## src/rtl/pipeline_stall_ctrl.sv

```systemverilog
// Per-stage stall/kill generation for an N-stage in-order pipeline, with
// deferred (replayed) control-flow flushes, a stall watchdog and a stall-cycle counter.
module pipeline_stall_ctrl #(
  parameter int NUM_STAGES = 6,
  parameter int SRC_W      = 3,
  parameter int TIMEOUT    = 1024,
  parameter int CNT_W      = 32
) (
  input  logic                  clk,
  input  logic                  rst,
  input  logic                  rdy,
  input  logic [NUM_STAGES-1:0] stall_req,
  input  logic                  flush_req,
  input  logic [SRC_W-1:0]      flush_src,
  input  logic                  cnt_clr,
  output logic [NUM_STAGES-1:0] stall,
  output logic [NUM_STAGES-1:0] kill,
  output logic                  redirect,
  output logic [SRC_W-1:0]      redirect_src,
  output logic                  hang,
  output logic [CNT_W-1:0]      stall_cycles
);

  localparam int               RUN_W   = (TIMEOUT > 1) ? $clog2(TIMEOUT) : 1;
  localparam logic [RUN_W-1:0] RUN_MAX = RUN_W'(TIMEOUT - 1);

  logic             pend_v_q, pend_v_d;
  logic [SRC_W-1:0] pend_src_q, pend_src_d;
  logic [RUN_W-1:0] run_cnt_q, run_cnt_d;
  logic             hang_q, hang_d;
  logic [CNT_W-1:0] stall_cycles_q, stall_cycles_d;

  logic             in_v, eff_v, any_req, blocked, any_stall;
  logic [SRC_W-1:0] eff_src;
  int               h_idx;

  always_comb begin
    // NOTE: every combinational output gets a default first so no path can infer a latch.
    stall        = '0;
    kill         = '0;
    redirect     = 1'b0;
    redirect_src = '0;
    pend_v_d     = 1'b0;
    pend_src_d   = '0;

    // An incoming flush from an older stage (higher index) supersedes the pending one.
    in_v = flush_req && (flush_src != '0) && (int'(flush_src) < NUM_STAGES);
    if (in_v && (!pend_v_q || flush_src >= pend_src_q)) begin
      eff_v   = 1'b1;
      eff_src = flush_src;
    end else begin
      eff_v   = pend_v_q;
      eff_src = pend_src_q;
    end

    any_req = |stall_req;
    h_idx   = 0;
    for (int j = 0; j < NUM_STAGES; j++) begin
      if (stall_req[j]) h_idx = j;
    end
    blocked = eff_v && any_req && (h_idx >= int'(eff_src));

    if (rst) begin
      // outputs stay at their zero defaults while reset is held
    end else if (!rdy) begin
      stall      = '1;
      pend_v_d   = eff_v;
      pend_src_d = eff_v ? eff_src : '0;
    end else if (eff_v && !blocked) begin
      redirect     = 1'b1;
      redirect_src = eff_src;
      for (int j = 0; j < NUM_STAGES; j++) begin
        kill[j] = (j >= 1) && (j < int'(eff_src));
      end
    end else begin
      for (int j = 0; j < NUM_STAGES; j++) begin
        stall[j] = any_req && (j <= h_idx);
        kill[j]  = any_req && (j == h_idx + 1);
      end
      pend_v_d   = eff_v;
      pend_src_d = eff_v ? eff_src : '0;
    end
  end

  always_comb begin
    any_stall = |stall;
    if (!any_stall)                 run_cnt_d = '0;
    else if (run_cnt_q == RUN_MAX)  run_cnt_d = run_cnt_q;
    else                            run_cnt_d = run_cnt_q + 1'b1;

    hang_d = cnt_clr ? 1'b0 : (hang_q || (any_stall && run_cnt_q == RUN_MAX));

    if (cnt_clr)                                       stall_cycles_d = '0;
    else if (any_stall && rdy && stall_cycles_q != '1) stall_cycles_d = stall_cycles_q + 1'b1;
    else                                               stall_cycles_d = stall_cycles_q;
  end

  // NOTE: state registers use non-blocking assignments so all flops update together.
  always_ff @(posedge clk or posedge rst) begin
    if (rst) begin
      pend_v_q       <= 1'b0;
      pend_src_q     <= '0;
      run_cnt_q      <= '0;
      hang_q         <= 1'b0;
      stall_cycles_q <= '0;
    end else begin
      pend_v_q       <= pend_v_d;
      pend_src_q     <= pend_src_d;
      run_cnt_q      <= run_cnt_d;
      hang_q         <= hang_d;
      stall_cycles_q <= stall_cycles_d;
    end
  end

  assign hang         = hang_q;
  assign stall_cycles = stall_cycles_q;

endmodule

```

## config.mk

```make
export PLATFORM = sky130hd
export DESIGN_NAME = pipeline_stall_ctrl
export DESIGN_NICKNAME = d
export VERILOG_FILES = /design/src/rtl/pipeline_stall_ctrl.sv
export SDC_FILE = /design/constraint.sdc
export NUM_CORES = 1
export LEC_CHECK = 0
export BUFFER_PORTS_ARGS = -buffer_cell sky130_fd_sc_hd__buf_4
export CORE_MARGIN = 1.5
export CORE_UTILIZATION = 45
export CTS_BUF_LIST = sky130_fd_sc_hd__clkbuf_2 sky130_fd_sc_hd__clkbuf_4 sky130_fd_sc_hd__clkbuf_8
export DETAILED_ROUTE_END_ITERATION = 16
export PLACE_DENSITY_LB_ADDON = 0.08
export SYNTH_ARGS = -nofsm -noshare
export SYNTH_HDL_FRONTEND = slang
export SYNTH_SLANG_ARGS = --single-unit
```

## constraint.sdc

```tcl
create_clock -name clk -period 11.3 [get_ports clk]
set_input_delay 1.695 -clock clk [delete_from_list [all_inputs] [get_ports clk]]
set_output_delay 1.695 -clock clk [all_outputs]
set_load 0.01 [all_outputs]
```

==> results of run 1 <==
registers in the layout (all words and copies together) (netlist names):
register and count:
stall_cycles 32, pend_src_q 3, hang 1, run_cnt_q 10
pend_v_q 1
stage by stage:
stage	worst slack, ns	instances
global route	4.19	473
floorplan	5.08	337
detailed placement	4.59	465
CTS	4.59	473
global placement	4.71	465
finish	4.59	473
worst min-delay path by stage:
stage,to
4_1_cts,hang
2_1_floorplan,run_cnt_q[5]
3_5_place_dp,hang
3_3_place_gp,hang
6_report,hang
5_1_grt,hang
cells in the final DEF, fill, tap and decap left out, types with 3 or more instances in the layout:
cell type | Yosys | final
sky130_fd_sc_hd__nand3_2 | 3 | 3
sky130_fd_sc_hd__xnor2_1 | 11 | 11
sky130_fd_sc_hd__ha_1 | 9 | 9
sky130_fd_sc_hd__inv_1 | 15 | 14
sky130_fd_sc_hd__and2_1 | 3 | 3
sky130_fd_sc_hd__and3_1 | 7 | 7
sky130_fd_sc_hd__clkbuf_8 | 0 | 5
sky130_fd_sc_hd__or4_1 | 6 | 6
sky130_fd_sc_hd__buf_4 | 0 | 63
sky130_fd_sc_hd__nor3_1 | 8 | 8
sky130_fd_sc_hd__o21ai_0 | 13 | 13
sky130_fd_sc_hd__nor2b_1 | 6 | 6
sky130_fd_sc_hd__nor4_1 | 9 | 9
sky130_fd_sc_hd__a21oi_1 | 15 | 15
sky130_fd_sc_hd__nor2_1 | 54 | 54
sky130_fd_sc_hd__nand3_1 | 17 | 17
sky130_fd_sc_hd__xor2_1 | 11 | 11
sky130_fd_sc_hd__dfrtp_1 | 47 | 47
sky130_fd_sc_hd__nand4_1 | 14 | 14
sky130_fd_sc_hd__mux2i_1 | 5 | 5
sky130_fd_sc_hd__or3_1 | 10 | 10
sky130_fd_sc_hd__o31ai_1 | 4 | 4
sky130_fd_sc_hd__nand2_1 | 23 | 23
layout make-up:
cell class | count | share of cell area, %
multi-input cells | 263 | 46.1
flip-flops and latches | 47 | 33.1
repair buffers | 63 | 13.3
well taps | 77 | 2.71
clock buffers | 5 | 1.94
inverters | 15 | 1.58
clock inverters | 3 | 1.23
power breakdown:
part	total (mW)	switching (mW)	leakage, nW	internal [mW]
Clock	0.124	0.0579	0.0581	0.0659
Combinational	0.0454	0.0287	0.879	0.0167
Sequential	0.173	0.00242	0.653	0.170
Total	0.342	0.0890	1.59	0.253
routing by layer:
| metal | global-route usage [%] | wire length (um) | vias to the layer above |
|---|---|---|---|
| li1 | - | - | 1329 |
| met1 | 29.1 | 3350 | 1259 |
| met2 | 31.5 | 2990 | 69 |
| met3 | 4.35 | 396 | 6 |
| met4 | 5.51 | 80 | 0 |
| met5 | 0 | 0 | - |
worst min-delay path, stage by stage, from the launching register on:
cell	delay, ns
sky130_fd_sc_hd__dfrtp_1	0.36
sky130_fd_sc_hd__nand2b_1	0.06
sky130_fd_sc_hd__o31ai_1	0.06
kinds of logic (layout without fill, tap and decap cells):
kind of cell    after synthesis  count (layout)  share of synthesized area, %
simple gates                176             176                          32.1
xor+xnor                     22              22                          6.58
buf+inv                      27              86                          3.89
compound gates               49              49                          10.9
flops                        47              47                          40.2
mux                           7               7                          2.61
fa+ha+maj                     9               9                          3.84
==> summary.md, run 1 <==
| Metric | Value |
|---|---|
| Outcome | `finished clean` |
| Vias in the first global route | `2509` |
| Post-CTS Hold Fix Bufs | `0` |
| Clk_skew | `0.00877 ns` |
| Cells after Synth | `337` |
| Register clock-pin slew on the reported worst setup and hold paths | `0.09 ns` |
| Final antenna-violating net count | `0` |
| ANT cells | `0` |
| Endpoint class of the critical path | `output pin` |
| WS Path Type | `in2out` |
| Area occupied by multi-input gates | `1640 um^2` |
| Min cycle time layout | `6.71 ns` |
| Worst slew pin tran | `1.00 ns` |
| Warning count from the yosys run | `0` |
| Y dimension of the die | `83.7 um` |
| Max Freq | `0.149 GHz` |
| Cell count of the worst hold path | `2` |
| Kind of cell adding the most delay to the critical path | `compound AO/OA/AOI/OAI gates` |
| Share of the clock period used by the worst path after layout | `59.4%` |
| Hold Fails Final Rpt | `0` |
| Initial DRT Pass Iterations | `4` |
| Global placement routability congestion | `0.798` |
| Utilization after layout | `56.3%` |
| Critical path startpoint category | `primary input` |
| Clock Root Buffer | `sky130_fd_sc_hd__clkbuf_8` |
| CTS Buf Count | `5` |
| Worst Setup SP | `flush_src[2]` |
| Num ports | `63` |
| WP buf/inv | `3` |
| Start of the worst register-to-register path | `pend_src_q[2]` |
| Starting density of the core | `46.4%` |
| HPWL Detailed | `4920 um` |
| Critical path required time | `9.61 ns` |
| WL per Instance | `14.4 um` |
| Logic depth of the worst setup path including buffers | `15` |
| CP peak stage delay | `0.42 ns` |
| Share of the synthesized area in the top cell type | `40.2%` |
| Global-route wire length before repair | `11900 um` |
| Worst IR drop on VDD | `57.7 uV` |
| TritonCTS clock tree | `yes` |
| Worst setup path end | `stall[3]` |
| Number of DRC markers in iteration 0 | `95` |
| Number of clock sinks seen by CTS | `47` |
| Total GRT Usage | `20.4%` |
| Vias | `2663` |
| Post-route cell area | `3550 um^2` |
| FP Rows | `29` |
| Number of cells upsized or downsized after cts | `0` |
| Average via count per standard cell | `5.63` |
| Count leader, synth | `sky130_fd_sc_hd__nor2_1` |
| Setup TNS after final layout | `0 ns` |
| Post-Syn Area | `2930 um^2` |
| Worst-Skew Late Latency | `0.30 ns` |
| Ys flop type | `sky130_fd_sc_hd__dfrtp_1` |
| Number of levels in the clock H-tree | `2` |
| Post-route total power | `342 uW` |
| Die area | `7000 um^2` |
| Pwr Density | `96.2 nW/um^2` |
| Proportion of synthesized chip area in sequential cells | `40.2%` |
| Post CTS Setup Buffer Count | `0` |
| Yosys cell types | `51` |
| Synth Register Bits | `47` |
| Worst reg-to-reg setup slack | `7.29 ns` |
| Sequential standard cell area | `1180 um^2` |
| Synth-to-Final Area Change | `21.3%` |
| Pins Over Slew Limit | `0` |
| Ranking of synthesized cells by area | `sky130_fd_sc_hd__dfrtp_1 (40%), sky130_fd_sc_hd__nor2_1 (6.9%), sky130_fd_sc_hd__ha_1 (3.8%)` |
| Core area | `6310 um^2` |
| Routed WL | `6820 um` |
| Worst r2r dst | `stall_cycles[25]` |
| Number of endpoints failing setup at the final stage | `0` |
| Share of post-route cells with drive strength above 1 | `22.2%` |
| Die W | `83.7 um` |
| Total overflow reported by the global router | `0` |
| Max clock buf depth | `2` |
| Worst hold-check slack | `0.507 ns` |
| Synth cell count leaders | `sky130_fd_sc_hd__nor2_1 (54), sky130_fd_sc_hd__dfrtp_1 (47), sky130_fd_sc_hd__nand2_1 (23)` |
| Worst reg-to-reg path cell count | `14` |
| Standard cell area after detailed placement | `3440 um^2` |
| Asr flop ratio synth | `100%` |
| Count of nets after finishing | `418` |
| Number of nets in the synthesized netlist | `360` |
| Worst EP arrival | `5.01 ns` |
| Drt drc | `0` |
| Number of fill cells | `600` |
| Number of flops mapped to enable cells by yosys | `0` |
| Sequence of cells on the critical path | `buf_4 -> ha_1 -> nand2_1 -> o2111ai_1 -> nand4_1 -> mux2i_1 -> inv_1 -> ha_1 -> nand2b_1 -> a211o_1 -> a21oi_2 -> o21ai_0 -> nand2_1 -> a21oi_1 -> buf_4` |
| I/O Buffers | `62` |
| Crit path max-delay cell type | `sky130_fd_sc_hd__a21oi_2` |
| Worst hold path type | `reg2reg` |
| Number of antenna violations at the first check in global routing | `0` |
| Startpoint of the lowest-slack hold path | `hang` |
| Critical-path maximum fanout | `14` |
| Synthesized area divided by synthesized cell count | `8.69 um^2` |
| Relative slew slack | `33.2%` |
| Unrepaired setup endpoints after global routing | `false` |
| Cell taking the most area after synthesis | `sky130_fd_sc_hd__dfrtp_1` |
| Largest net degree at the start of global routing | `50` |
| Number of maximum-capacitance constraint violations | `0` |
| Static leakage | `1.59 nW` |
Power figures use the tool's default switching activity.
==> run 2, diff against run 1 <==
--- a/config.mk
+++ b/config.mk
@@ -5,6 +5,7 @@
 export SDC_FILE = /design/constraint.sdc
 export NUM_CORES = 1
 export LEC_CHECK = 0
+export ABC_AREA = 1
 export BUFFER_PORTS_ARGS = -buffer_cell sky130_fd_sc_hd__buf_4
 export CORE_MARGIN = 1.5
 export CORE_UTILIZATION = 45
==> constraint.sdc (replaced) <==
create_clock -name clk -period 6.12 [get_ports clk]
set_input_delay 0.918 -clock clk [delete_from_list [all_inputs] [get_ports clk]]
set_output_delay 0.918 -clock clk [all_outputs]
set_load 0.01 [all_outputs]
==> run 2 against run 1 <==
- clock-buffer cell count unchanged
- sequential power up 88%
- critical endpoint is now stall[1]
- die area grew 22%
- largest cell class unchanged
==> summary.md, run 2 <==
| Metric | Value |
|---|---|
| Outcome | `finished clean` |
| Worst hold path type | `reg2reg` |
| Core area | `7730 um^2 (+22%)` |
| Post CTS Setup Buffer Count | `0 (unchanged)` |
| Endpoint class of the critical path | `output pin` |
| WL per Instance | `12.8 um (-11%)` |
| I/O Buffers | `62 (unchanged)` |
| Cell count of the worst hold path | `2 (unchanged)` |
| Critical path startpoint category | `primary input` |
| Number of nets in the synthesized netlist | `589 (+64%)` |
| Worst EP arrival | `3.52 ns (-1.49 ns)` |
| Number of levels in the clock H-tree | `2 (unchanged)` |
| Synth-to-Final Area Change | `16.6%` |
| Number of antenna violations at the first check in global routing | `0 (unchanged)` |
| Asr flop ratio synth | `100% (unchanged)` |
| Ranking of synthesized cells by area | `sky130_fd_sc_hd__dfrtp_1 (33%), sky130_fd_sc_hd__nand2_1 (19%), sky130_fd_sc_hd__nor2_1 (10%)` |
| Clk_skew | `0.0148 ns (+0.00602 ns)` |
| Total overflow reported by the global router | `0 (unchanged)` |
| Number of maximum-capacitance constraint violations | `0 (unchanged)` |
| Y dimension of the die | `92.4 um (+10%)` |
| Global-route wire length before repair | `15800 um (+33%)` |
| WS Path Type | `in2out` |
| Number of endpoints failing setup at the final stage | `0 (unchanged)` |
| Die area | `8530 um^2 (+22%)` |
| Number of cells upsized or downsized after cts | `0 (unchanged)` |
| Worst reg-to-reg setup slack | `2.74 ns (-4.55 ns)` |
| Flip-flop count of the largest register, all copies and words added | `32 (unchanged)` |
| Synth Register Bits | `47 (unchanged)` |
| Vias | `3689 (+39%)` |
| Worst IR drop on VDD | `95.8 uV (+66%)` |
| Proportion of synthesized chip area in sequential cells | `32.7% (-7.4 points)` |
| Critical path required time | `5.20 ns (-4.41 ns)` |
| Final antenna-violating net count | `0 (unchanged)` |
| Count leader, synth | `sky130_fd_sc_hd__nand2_1` |
| Post-Syn Area | `3590 um^2 (+23%)` |
| Average via count per standard cell | `5.10 (-9.5%)` |
| Worst hold-check slack | `0.534 ns (+0.0270 ns)` |
| Worst reg-to-reg path cell count | `16 (+2)` |
| Most common cell after layout, fill and taps aside | `sky130_fd_sc_hd__nand2_1` |
| Cells after Synth | `566 (+68%)` |
| Synth cell count leaders | `sky130_fd_sc_hd__nand2_1 (185), sky130_fd_sc_hd__nor2_1 (98), sky130_fd_sc_hd__nand3_1 (67)` |
| Start of the worst register-to-register path | `pend_src_q[1]` |
| Initial DRT Pass Iterations | `4 (unchanged)` |
| Vias in the first global route | `3422 (+36%)` |
| Synthesized area divided by synthesized cell count | `6.35 um^2 (-27%)` |
| Pwr Density | `154 nW/um^2 (+60%)` |
| Post-route worst setup slack | `1.68 ns (-2.91 ns)` |
| Share of post-route cells with drive strength above 1 | `14.5% (-7.8 points)` |
| HPWL Detailed | `6920 um (+41%)` |
| Drt drc | `0 (unchanged)` |
| Count of nets after finishing | `644 (+54%)` |
| Static leakage | `2.09 nW (+32%)` |
| FP Rows | `32 (+10%)` |
| Critical-path maximum fanout | `14 (unchanged)` |
| Post-CTS Hold Fix Bufs | `0 (unchanged)` |
| Clock Root Buffer | `sky130_fd_sc_hd__clkbuf_8` |
| Number of fill cells | `816 (+36%)` |
| Cell taking the most area after synthesis | `sky130_fd_sc_hd__dfrtp_1` |
| Max clock buf depth | `2 (unchanged)` |
| Register clock-pin slew on the reported worst setup and hold paths | `0.10 ns (about the same)` |
| Hold Fails Final Rpt | `0 (unchanged)` |
| Routed WL | `9230 um (+35%)` |
| Number of clock sinks seen by CTS | `47 (unchanged)` |
| Setup TNS after final layout | `0 ns (unchanged)` |
| Num ports | `63 (unchanged)` |
| Ys flop type | `sky130_fd_sc_hd__dfrtp_1` |
| Pins Over Slew Limit | `0 (unchanged)` |
| Share of the synthesized area in the top cell type | `32.7% (-7.4 points)` |
| TritonCTS clock tree | `yes` |
| Startpoint of the lowest-slack hold path | `hang` |
| Number of flops mapped to enable cells by yosys | `0 (unchanged)` |
| Max Freq | `0.225 GHz` |
| Worst slew pin tran | `1.09 ns (+0.0932 ns)` |
| Worst-Skew Late Latency | `0.31 ns (about the same)` |
| Starting density of the core | `46.5% (+0.13 points)` |
| Die W | `92.4 um (+10%)` |
| Global placement routability congestion | `0.895 (+12%)` |
| Unrepaired setup endpoints after global routing | `false` |
| Share of the clock period used by the worst path after layout | `72.5%` |
| Warning count from the yosys run | `0 (unchanged)` |
| Relative slew slack | `27.0% (-6.2 points)` |
| Total GRT Usage | `23.1% (+2.7 points)` |
| Number of DRC markers in iteration 0 | `193 (+100%)` |
| Most frequent cells in the layout | `sky130_fd_sc_hd__nand2_1 (185), sky130_fd_sc_hd__nor2_1 (98), sky130_fd_sc_hd__nand3_1 (67), sky130_fd_sc_hd__buf_4 (63), sky130_fd_sc_hd__inv_1 (62)` |
| CTS Buf Count | `5 (unchanged)` |
| Worst r2r dst | `stall_cycles[17]` |
| Largest net degree at the start of global routing | `53 (+6.0%)` |
| Yosys cell types | `32 (-37%)` |
| ANT cells | `0 (unchanged)` |
| Min cycle time layout | `4.44 ns` |
| Endpoint of the worst hold path | `hang` |
| Worst setup timing slack at the placement stage | `1.69 ns (-2.90 ns)` |
| Worst Setup SP | `flush_src[2]` |
run 2: cell types whose count changed after synthesis, sizes merged, moves of 7 or more:
| cell | delta |
|---|---|
| nand2 | +168 |
| inv | +50 |
| nor2 | +50 |
| and3 | -7 |
| or3 | -10 |
| nand3 | +47 |
| nor4 | -8 |
| or4 | -7 |
run 2: worst max-delay path by stage:
stage                    end  slack [ns]  cells after the start
global placement    stall[1]        1.81                     15
floorplan            kill[5]        2.12                     15
detailed placement  stall[1]        1.69                     15
global route        stall[1]        1.41                     15
finish              stall[1]        1.68                     15
CTS                 stall[1]        1.68                     15
run 2: critical path, cell delays in order:
cell and delay (ns):
sky130_fd_sc_hd__buf_4 0.12, sky130_fd_sc_hd__ha_1 0.31, sky130_fd_sc_hd__nand3_1 0.09, sky130_fd_sc_hd__nand4_1 0.11, sky130_fd_sc_hd__nand2_1 0.14, sky130_fd_sc_hd__o21ai_0 0.32, sky130_fd_sc_hd__inv_1 0.14, sky130_fd_sc_hd__ha_1 0.29
sky130_fd_sc_hd__nand3_1 0.07, sky130_fd_sc_hd__nand3_1 0.11, sky130_fd_sc_hd__o21ai_1 0.10, sky130_fd_sc_hd__nand2_1 0.09, sky130_fd_sc_hd__nand2_1 0.28, sky130_fd_sc_hd__a31oi_1 0.29, sky130_fd_sc_hd__buf_4 0.16
run 2: stage by stage:
step / cells / cell area (um^2) / power, mW / utilization [%]
floorplan: 566 / 3590 / 0.411 / -
global placement: 716 / 4100 / 0.444 / 53.0
detailed placement: 716 / 4100 / 0.446 / 53.0
CTS: 724 / 4190 / 0.651 / 54.2
global route: 724 / 4190 / 0.678 / 54.2
finish: 724 / 4190 / 0.644 / 54.2
run 2: area by class of cell:
cell class | count | area [um^2] | share of cell area [%]
sequential | 47 | 1180 | 28.1
clock inverter | 3 | 27.5 | 0.657
inverter | 65 | 244 | 5.82
clock buffer | 5 | 68.8 | 1.64
timing repair buffer | 63 | 473 | 11.3
tap | 102 | 128 | 3.04
multi-input combinational | 439 | 2070 | 49.5
run 2: where the power goes:
part	internal (mW)	total [mW]	switching [mW]
sequential	0.317	0.326	0.00898
combinational	0.0390	0.113	0.0744
clock	0.0849	0.205	0.120
run 2: kinds of logic (layout without fill, tap and decap cells):
kind of cell	Yosys count	count (layout)	synth area share [%]
buffers and inverters	80	136	9.57
AO/OA/AOI/OAI	28	28	4.52
XOR/XNOR	18	18	4.39
AND/OR/NAND/NOR	384	384	45.7
flip-flops	47	47	32.7
adder cells (fa/ha/maj)	9	9	3.13
run 2: layer usage:
metal	routed length [um]	global-route usage, %	vias up
met5	0	0	-
met4	238	9.49	0
met3	460	3.53	17
met2	4330	38.4	101
met1	4210	29.8	1691
li1	-	-	1880
